### src/rtl/uart_tx_pkg.sv
// uart_tx_pkg: shared UART state encodings, default line parameters and bus address
package uart_tx_pkg;
  typedef enum logic [1:0] {
    UART_IDLE  = 2'd0,
    UART_START = 2'd1,
    UART_DATA  = 2'd2,
    UART_STOP  = 2'd3
  } uart_state_e;
  localparam int DEF_CLK_FREQ = 100_000_000;
  localparam int DEF_BAUD_RATE = 115_200;
  localparam logic [31:0] UART_ADDR = 32'h1000_0000;
endpackage

### src/rtl/uart_tx_if.sv
// uart_tx_if: store-side push strobe from the memory controller plus line/status outputs
interface uart_tx_if;
  logic       uart_we;
  logic [7:0] uart_data;
  logic       txd;
  logic       tx_busy;
  logic       fifo_full;
  logic       overflow;
  modport master (output uart_we, uart_data, input txd, tx_busy, fifo_full, overflow);
  modport slave (input uart_we, uart_data, output txd, tx_busy, fifo_full, overflow);
endinterface

### src/rtl/uart_fifo.sv
// uart_fifo: byte FIFO; caller guarantees no push when full without a same-cycle pop, no pop when empty
module uart_fifo #(
  parameter int DEPTH = 16
) (
  input  logic                     clk,
  input  logic                     rst,
  input  logic                     push_i,
  input  logic                     pop_i,
  input  logic [7:0]               wdata_i,
  output logic [7:0]               rdata_o,
  output logic [$clog2(DEPTH):0]   count_o,
  output logic                     full_o,
  output logic                     empty_o
);
  localparam int AW = $clog2(DEPTH);
  logic [7:0]    mem_q [DEPTH];
  logic [AW-1:0] wp_q, rp_q;
  logic [AW:0]   count_q;
  always_ff @(posedge clk)
    if (push_i) mem_q[wp_q] <= wdata_i;
  always_ff @(posedge clk or posedge rst)
    if (rst) begin
      wp_q    <= '0;
      rp_q    <= '0;
      count_q <= '0;
    end else begin
      if (push_i) wp_q <= wp_q + 1'b1;
      if (pop_i) rp_q <= rp_q + 1'b1;
      count_q <= count_q + (AW+1)'(push_i) - (AW+1)'(pop_i);
    end
  assign rdata_o = mem_q[rp_q];
  assign count_o = count_q;
  assign full_o  = count_q == (AW+1)'(DEPTH);
  assign empty_o = count_q == '0;
endmodule

### src/rtl/uart_tx.sv
// uart_tx: buffers pushed bytes and serialises them as 8N1 on txd, back-to-back when queued
module uart_tx
  import uart_tx_pkg::*;
#(
  parameter int CLK_FREQ   = DEF_CLK_FREQ,
  parameter int BAUD_RATE  = DEF_BAUD_RATE,
  parameter int FIFO_DEPTH = 16
) (
  input logic      clk,
  input logic      rst,
  uart_tx_if.slave bus
);
  localparam int CPB = CLK_FREQ / BAUD_RATE;
  localparam int CW = $clog2(CPB);
  localparam logic [CW-1:0] LAST = CW'(CPB - 1);
  uart_state_e              state_q, state_d;
  logic [CW-1:0]            baud_q, baud_d;
  logic [2:0]               bit_q, bit_d;
  logic [7:0]               shift_q, shift_d, head;
  logic                     txd_q, txd_d, ovf_q;
  logic                     pop, push, full, empty, wrap;
  logic [$clog2(FIFO_DEPTH):0] count;
  assign wrap = baud_q == LAST;
  assign push = bus.uart_we && (!full || pop);
  uart_fifo #(.DEPTH(FIFO_DEPTH)) u_fifo (
    .clk(clk), .rst(rst), .push_i(push), .pop_i(pop), .wdata_i(bus.uart_data),
    .rdata_o(head), .count_o(count), .full_o(full), .empty_o(empty)
  );
  // txd_d is the line level for the state being entered, so txd stays a plain register
  always_comb begin
    state_d = state_q;
    baud_d  = wrap ? '0 : baud_q + 1'b1;
    bit_d   = bit_q;
    shift_d = shift_q;
    txd_d   = txd_q;
    pop     = 1'b0;
    case (state_q)
      UART_IDLE: begin
        baud_d = '0;
        if (!empty) begin
          pop     = 1'b1;
          shift_d = head;
          state_d = UART_START;
          txd_d   = 1'b0;
        end
      end
      UART_START: if (wrap) begin
        state_d = UART_DATA;
        bit_d   = '0;
        txd_d   = shift_q[0];
      end
      UART_DATA: if (wrap) begin
        shift_d = shift_q >> 1;
        bit_d   = bit_q + 1'b1;
        state_d = bit_q == 3'd7 ? UART_STOP : UART_DATA;
        txd_d   = bit_q == 3'd7 ? 1'b1 : shift_q[1];
      end
      UART_STOP: if (wrap) begin
        pop     = !empty;
        shift_d = empty ? shift_q : head;
        state_d = empty ? UART_IDLE : UART_START;
        txd_d   = empty;
      end
      default: state_d = UART_IDLE;
    endcase
  end
  always_ff @(posedge clk or posedge rst)
    if (rst) begin
      state_q <= UART_IDLE;
      baud_q  <= '0;
      bit_q   <= '0;
      shift_q <= '0;
      txd_q   <= 1'b1;
      ovf_q   <= 1'b0;
    end else begin
      state_q <= state_d;
      baud_q  <= baud_d;
      bit_q   <= bit_d;
      shift_q <= shift_d;
      txd_q   <= txd_d;
      if (bus.uart_we && !push) ovf_q <= 1'b1;
    end
  assign bus.txd       = txd_q;
  assign bus.tx_busy   = state_q != UART_IDLE || count != '0;
  assign bus.fifo_full = full;
  assign bus.overflow  = ovf_q;
endmodule

### src/flat_wrapper.sv
// flat-port wrapper written by rule: the top's interface ports become plain ports
module uart_tx_flat import uart_tx_pkg::*;
#(
  parameter int CLK_FREQ   = DEF_CLK_FREQ,
  parameter int BAUD_RATE  = DEF_BAUD_RATE,
  parameter int FIFO_DEPTH = 16
)
  (clk, rst, bus_uart_we, bus_uart_data, bus_txd, bus_tx_busy, bus_fifo_full, bus_overflow);
  uart_tx_if bus_i ();
  input logic clk;
  input logic rst;
  input wire logic [$bits(bus_i.uart_we)-1:0] bus_uart_we;
  input wire logic [$bits(bus_i.uart_data)-1:0] bus_uart_data;
  output wire logic [$bits(bus_i.txd)-1:0] bus_txd;
  output wire logic [$bits(bus_i.tx_busy)-1:0] bus_tx_busy;
  output wire logic [$bits(bus_i.fifo_full)-1:0] bus_fifo_full;
  output wire logic [$bits(bus_i.overflow)-1:0] bus_overflow;
  assign bus_i.uart_we = bus_uart_we;
  assign bus_i.uart_data = bus_uart_data;
  assign bus_txd = bus_i.txd;
  assign bus_tx_busy = bus_i.tx_busy;
  assign bus_fifo_full = bus_i.fifo_full;
  assign bus_overflow = bus_i.overflow;
  uart_tx #(.CLK_FREQ(CLK_FREQ), .BAUD_RATE(BAUD_RATE), .FIFO_DEPTH(FIFO_DEPTH)) u_core (.clk(clk), .rst(rst), .bus(bus_i));
endmodule
### config.mk
export PLATFORM = sky130hd
export DESIGN_NAME = uart_tx_flat
export DESIGN_NICKNAME = d
export VERILOG_FILES = /design/src/rtl/uart_tx_pkg.sv /design/src/rtl/uart_tx_if.sv /design/src/rtl/uart_fifo.sv /design/src/rtl/uart_tx.sv /design/src/flat_wrapper.sv
export SDC_FILE = /design/constraint.sdc
export NUM_CORES = 1
export LEC_CHECK = 0
export CAP_MARGIN = 20
export CORE_MARGIN = 2
export CORE_UTILIZATION = 29
export DETAILED_ROUTE_END_ITERATION = 10
export GPL_TIMING_DRIVEN = 0
export PLACE_DENSITY_LB_ADDON = 0.15
export SLEW_MARGIN = 0
export SYNTH_ARGS = -nofsm -noshare
export SYNTH_HDL_FRONTEND = slang
export SYNTH_SLANG_ARGS = --single-unit
### constraint.sdc
create_clock -name clk -period 3.15 [get_ports clk]
set_input_delay 0.63 -clock clk [delete_from_list [all_inputs] [get_ports clk]]
set_output_delay 0.63 -clock clk [all_outputs]
set_load 0.005 [all_outputs]
# Word-level counts from Yosys, hierarchy flattened
# Memory sizes are Yosys's and may differ from the RTL's.
# Index checks and enable logic that the tools add are counted.
# word_totals
output_inout_bits	4
ram_bits	128
reg_bits	38
n_memories	1
word_cells	69
# classes
eq_ne	10
n_reduce_logical	16
n_addsub	6
n_mux	27
# mem_list
memory	depth	width	rd	rd_ports_with_merged_regs	wr	line	rtl
u_core.u_fifo.mem_q	16	8	1	0	1	uart_fifo.sv:16	logic [7:0] mem_q [DEPTH];
# op_table
op	count
$mux 8	3
$pmux 8 s3	1
$mux 10	2
$mux 1	11
$add 10x1->10 const B	1
$eq 10x10->1 const B	1
$add 4x1->4 const B	2
$mux 2	4
$pmux 2 s4	1
$mux 3	2
$ne 2x1->1 const B	3
$pmux 3 s2	1
$reduce_and 3->1	2
$add 5x1->5	1
$eq 5x5->1 const B	1
$logic_not 5->1	1
$reduce_bool 5->1	1
$sub 5x1->5	1
$eq 2x2->1 const B	2
$pmux 1 s4	1
$reduce_and 4->1	1
$reduce_bool 2->1	2
$add 3x1->3 const B	1
$eq 3x3->1 const B	1
8 further kinds	12

# Longest topological paths before layout
# logic_depth
depth_word	8
mapped_depth	15

# Cells and area by module
# From an unflattened synthesis, not the netlist that was laid out.
# unflattened
cells_unflattened	398
area_unflattened_um2	7075.5
# by_module_without_submodules
module	seq_area_each_um2	cells_each	area_per_inst_um2	n_inst
uart_fifo	4169.0	281	5720.5	1
uart_tx	626.9	117	1355.0	1

# Least setup slack after synthesis
# OpenSTA, ideal clock, no wires.
# synth_path
kind	reg2reg
from	register u_core.state_q[0]
to	memory u_core.u_fifo.mem_q[8][0] (enable)
t_arrival_ns	2.337
path_stages_with_launch	7
slack_ns	0.415
cell_sequence	dfrtp_1 > ha_1 > and4bb_2 > nand4_1 > a21oi_4 > nor2_4 > nor4b_1
# synth_via
elab_chain_len	6
elab_cells_between_ends	7
# synth_lines
item	line	rtl
from (decl)	uart_tx.sv:16	uart_state_e state_q, state_d;
from (signal assigned)	uart_tx.sv:76	state_q <= state_d;
$eq 2x2->1 / $logic_not 2->1 (equally long branches)	uart_tx.sv:37	case (state_q)
$pmux 1 s2 *	uart_tx.sv:37	
$logic_or 1x1->1 *	uart_tx.sv:24	assign push = bus.uart_we && (!full || pop);
$logic_and 1x1->1 *	uart_tx.sv:24	
$mux 1 *	uart_fifo.sv:20	if (push_i) mem_q[wp_q] <= wdata_i;
$mux 1 (implied by the code) *	uart_fifo.sv:20	
to (decl)	uart_fifo.sv:16	
# Every way passes the cells marked *; elsewhere a longest branch is shown, timed or not.

# Worst setup path after layout
# layout_path
from	register u_core.u_fifo.count_q[3], in the netlist u_core.u_fifo.count_o[3]
to	output port bus_tx_busy
# layout_via
elab_chain_len	2
# layout_lines
item	line	rtl
from (decl)	uart_fifo.sv:18	logic [AW:0] count_q;
from (signal assigned)	uart_fifo.sv:29	count_q <= count_q + (AW+1)'(push_i) - (AW+1)'(pop_i);
$reduce_bool 5->1	uart_tx.sv:84	assign bus.tx_busy = state_q != UART_IDLE || count != '0;
$logic_or 1x1->1	uart_tx.sv:84	
to (decl)	flat_wrapper.sv:15	output wire logic [$bits(bus_i.tx_busy)-1:0] bus_tx_busy;
# Every way passes these cells.

==> reports/metrics.yaml <==
floorplan:
  fp.dieW_um: 159
  row_count: 56
  core_mm2: 0.0235
  ios: 15
  die_h_um: 159
  start_util_pct: 29.6
  die_area_mm2: 0.0253
sta:
  skew_ns: 0.00920
  tightest_slew_ns: 0.931
  setup_violations: 0
  max_freq_ghz: 0.340
  slew-limit-headroom_pct: 37.6
  fin_crit_sh_pct: 93.2
  min_period_ns: 2.94
  rsz0062_at_grt: "no"
  slew_violations: 0
  hold_viol: 0
global_route:
  gr-total-overflow: 0
  grt_pass1_vias: 3749
  antenna_found_initial: 0
  gr-usage-all-layers_pct: 12.1
  grt_max_degree: 39
  grt_pass1_wl_um: 22600
finish:
  diodes: 0
  drive_gt1_share_pct: 22.7
  fill_cells: 2298
  fin_area_mm2: 0.00819
  fin_nets: 488
  areaGrowthSynthToFinish_pct: 17.5
detailed_routing:
  wl_um: 14700
  num_vias: 3649
  drc: 0
  post_drt_wl_per_cell_um: 18.6
  drtIter0Drc: 236
  ant_nets: 0
  post_drt_via_cell_ratio: 4.62
  first_pass_iters: 4
worst_setup_path:
  crit_type: "reg -> out"
  crit_path_end_kind: "output port"
  critPathTopFamily: "simple AND/OR/NAND/NOR gates"
  crit_arrival_ns: 2.31
  worstPathCellList: "inv_1, ha_1, nor4b_1, nand2_1, clkdlybuf4s50_1"
  crit_buf_inv: 2
  cp-start-kind: "flop"
  crit_fanout: 3
  cp_slowest_cell: "nor4b_1"
  cp.required_ns: 2.52
  critPathMaxStageDelay_ns: 0.58
yosys:
  synth_cells: 419
  yosys_register_bits: 166
  yosysWarnings: 0
  synth_edf_count: 128
  ys.flop_type: "edfxtp_1"
  yosysSeqAreaShare_pct: 68.8
  netlist_area_mm2: 0.00697
  async_reset_ff_share_pct: 22.9
  synth_cell_types: 50
  avgSynthCellArea_um2: 16.6
  synth_nets: 449
placement:
  portBuffers: 13
  place_area_mm2: 0.00760
  place.gp.congestion: 0.721
  dpl.hpwl_um: 9770
run:
  maxCapViolations: 0
power:
  p_per_area_mw_per_mm2: 662
  p_leak_nw: 2.84
  fin_total_pwr_mw: 5.42
  ir_worst_vdd_uv: 296
hold_path:
  hold_path_class: "reg -> reg"
clock_tree:
  ctsHoldBuffers: 0
  clk_transition_reported_paths_ns: 0.07
  clockRootBuffer: "clkbuf_16"
  htree_levels: 4
  clock_sinks: 166
  cts_tree: "yes"
  clk_latency_ns: 0.43
  clk_path_buf_depth: 2
  cts_buffers: 17
status:
  outcome: "finished, final reports clean"
==> where the power goes <==
part           switching [mW]  total (mW)  internal [mW]
registers              0.0997        2.71           2.61
clock network           0.932        1.98           1.05
logic                   0.436       0.737          0.301
total                    1.47        5.42           3.96
==> layout make-up <==
class / instances / area, um2 / share of cell area (%)
Clock inverter: 14 / 130 / 1.59
Timing Repair Buffer: 20 / 178 / 2.17
Tap cell: 319 / 399 / 4.87
Sequential cell: 166 / 4800 / 58.6
Clock buffer: 18 / 429 / 5.24
Inverter: 16 / 60.1 / 0.733
Multi-Input combinational cell: 217 / 2080 / 25.4
Buffer: 20 / 115 / 1.41
==> flip-flops by register name, indices dropped and copies added (netlist names) <==
| signal | flops |
|---|---|
| u_core.bus.txd | 1 |
| u_core.bit_q | 3 |
| u_core.bus.overflow | 1 |
| u_core.u_fifo.mem_q | 128 |
| u_core.u_fifo.count_o | 5 |
| u_core.u_fifo.wp_q | 4 |
| u_core.state_q | 2 |
| u_core.u_fifo.rp_q | 4 |
| u_core.baud_q | 10 |
| u_core.shift_q | 8 |
==> Yosys cell counts, types with 6 or more instances <==
library cell / number / area [um2]
a21oi_1: 22 / 110
a22oi_1: 12 / 90.1
nand2_1: 15 / 56.3
o21ai_0: 6 / 30.0
xor2_1: 8 / 70.1
dfrtp_1: 37 / 926
nand2b_1: 6 / 37.5
xnor2_1: 10 / 87.6
edfxtp_1: 128 / 3840
inv_1: 16 / 60.1
nor2_1: 26 / 97.6
clkbuf_1: 9 / 33.8
mux4_2: 32 / 721
ha_1: 18 / 225
nor3_1: 15 / 75.1
==> repair_timing <==
action / CTS / global route
hold endpoints to repair: 0 / 0
setup buffers: 0 / 2
gates resized for setup: 0 / 2
setup endpoints to repair: 0 / 19
==> cells in the final DEF (no fill, tap or decap), types with 12 or more instances in the layout <==
| cell | Yosys | final |
|---|---|---|
| a21oi_1 | 22 | 22 |
| a22oi_1 | 12 | 12 |
| clkbuf_16 | 0 | 17 |
| clkdlybuf4s50_1 | 0 | 13 |
| dfrtp_1 | 37 | 37 |
| edfxtp_1 | 128 | 128 |
| ha_1 | 18 | 18 |
| inv_1 | 16 | 15 |
| mux4_2 | 32 | 32 |
| nand2_1 | 15 | 15 |
| nor2_1 | 26 | 26 |
| nor3_2 | 0 | 13 |
==> worst reg2reg max path, delay by kind of cell (launching register included) <==
| kind | cells | cell delay [ns] |
|---|---|---|
| buf+inv | 1 | 0.18 |
| fa+ha+maj | 1 | 0.26 |
| compound gates | 1 | 0.30 |
| simple gates | 4 | 1.29 |
| flops | 1 | 0.41 |
==> worst paths after layout <==
kind | endpoint | slack (ns) | cells past startpoint | startpoint
max | bus_tx_busy | 0.21 | 5 | u_core.u_fifo.count_o[3]
min | u_core.bus.overflow | 0.45 | 1 | u_core.bus.overflow
min in group asynchronous | u_core.baud_q[5] | 0.69 | 2 | rst
max in group asynchronous | u_core.shift_q[0] | 1.93 | 2 | rst
max reg2reg | u_core.u_fifo.mem_q[7][3] | 0.34 | 7 | u_core.state_q[0]
min reg2reg | u_core.bus.overflow | 0.45 | 1 | u_core.bus.overflow
==> through the flow <==
stage / setup TNS, ns / util (%) / worst slack (ns) / std cells / hold slack [ns]
CTS: 0 / 34.7 / 0.0288 / 788 / 0.460
global route: 0 / 34.8 / 0.0225 / 790 / 0.478
detailed placement: 0 / 32.3 / 0.0427 / 756 / 0.444
global placement: -39.31 / 31.9 / -0.849 / 751 / 0.439
finish: 0 / 34.8 / 0.213 / 790 / 0.454
floorplan: 0 / - / 0.415 / 419 / 0.447
==> routing by layer <==
metal / part of all wire (%) / global-route usage (%)
met3: 2.2 / 2.71
met2: 48 / 19.5
met1: 48 / 16.3
met5: 0 / 0
met4: 1.3 / 4.09
==> kinds of logic (layout without fill, tap and decap cells) <==
logic type               after synthesis  in the layout  share of synthesized area [%]
adder cells (fa/ha/maj)               19             19                           3.52
XOR/XNOR                              18             18                           2.26
buffers and inverters                 36             88                           2.51
AND/OR/NAND/NOR                       87             87                           6.46
flip-flops                           166            166                           68.8
multiplexers                          37             37                           11.1
AO/OA/AOI/OAI                         56             56                           5.30
No activity file was read; power rests on OpenSTA's default activity.
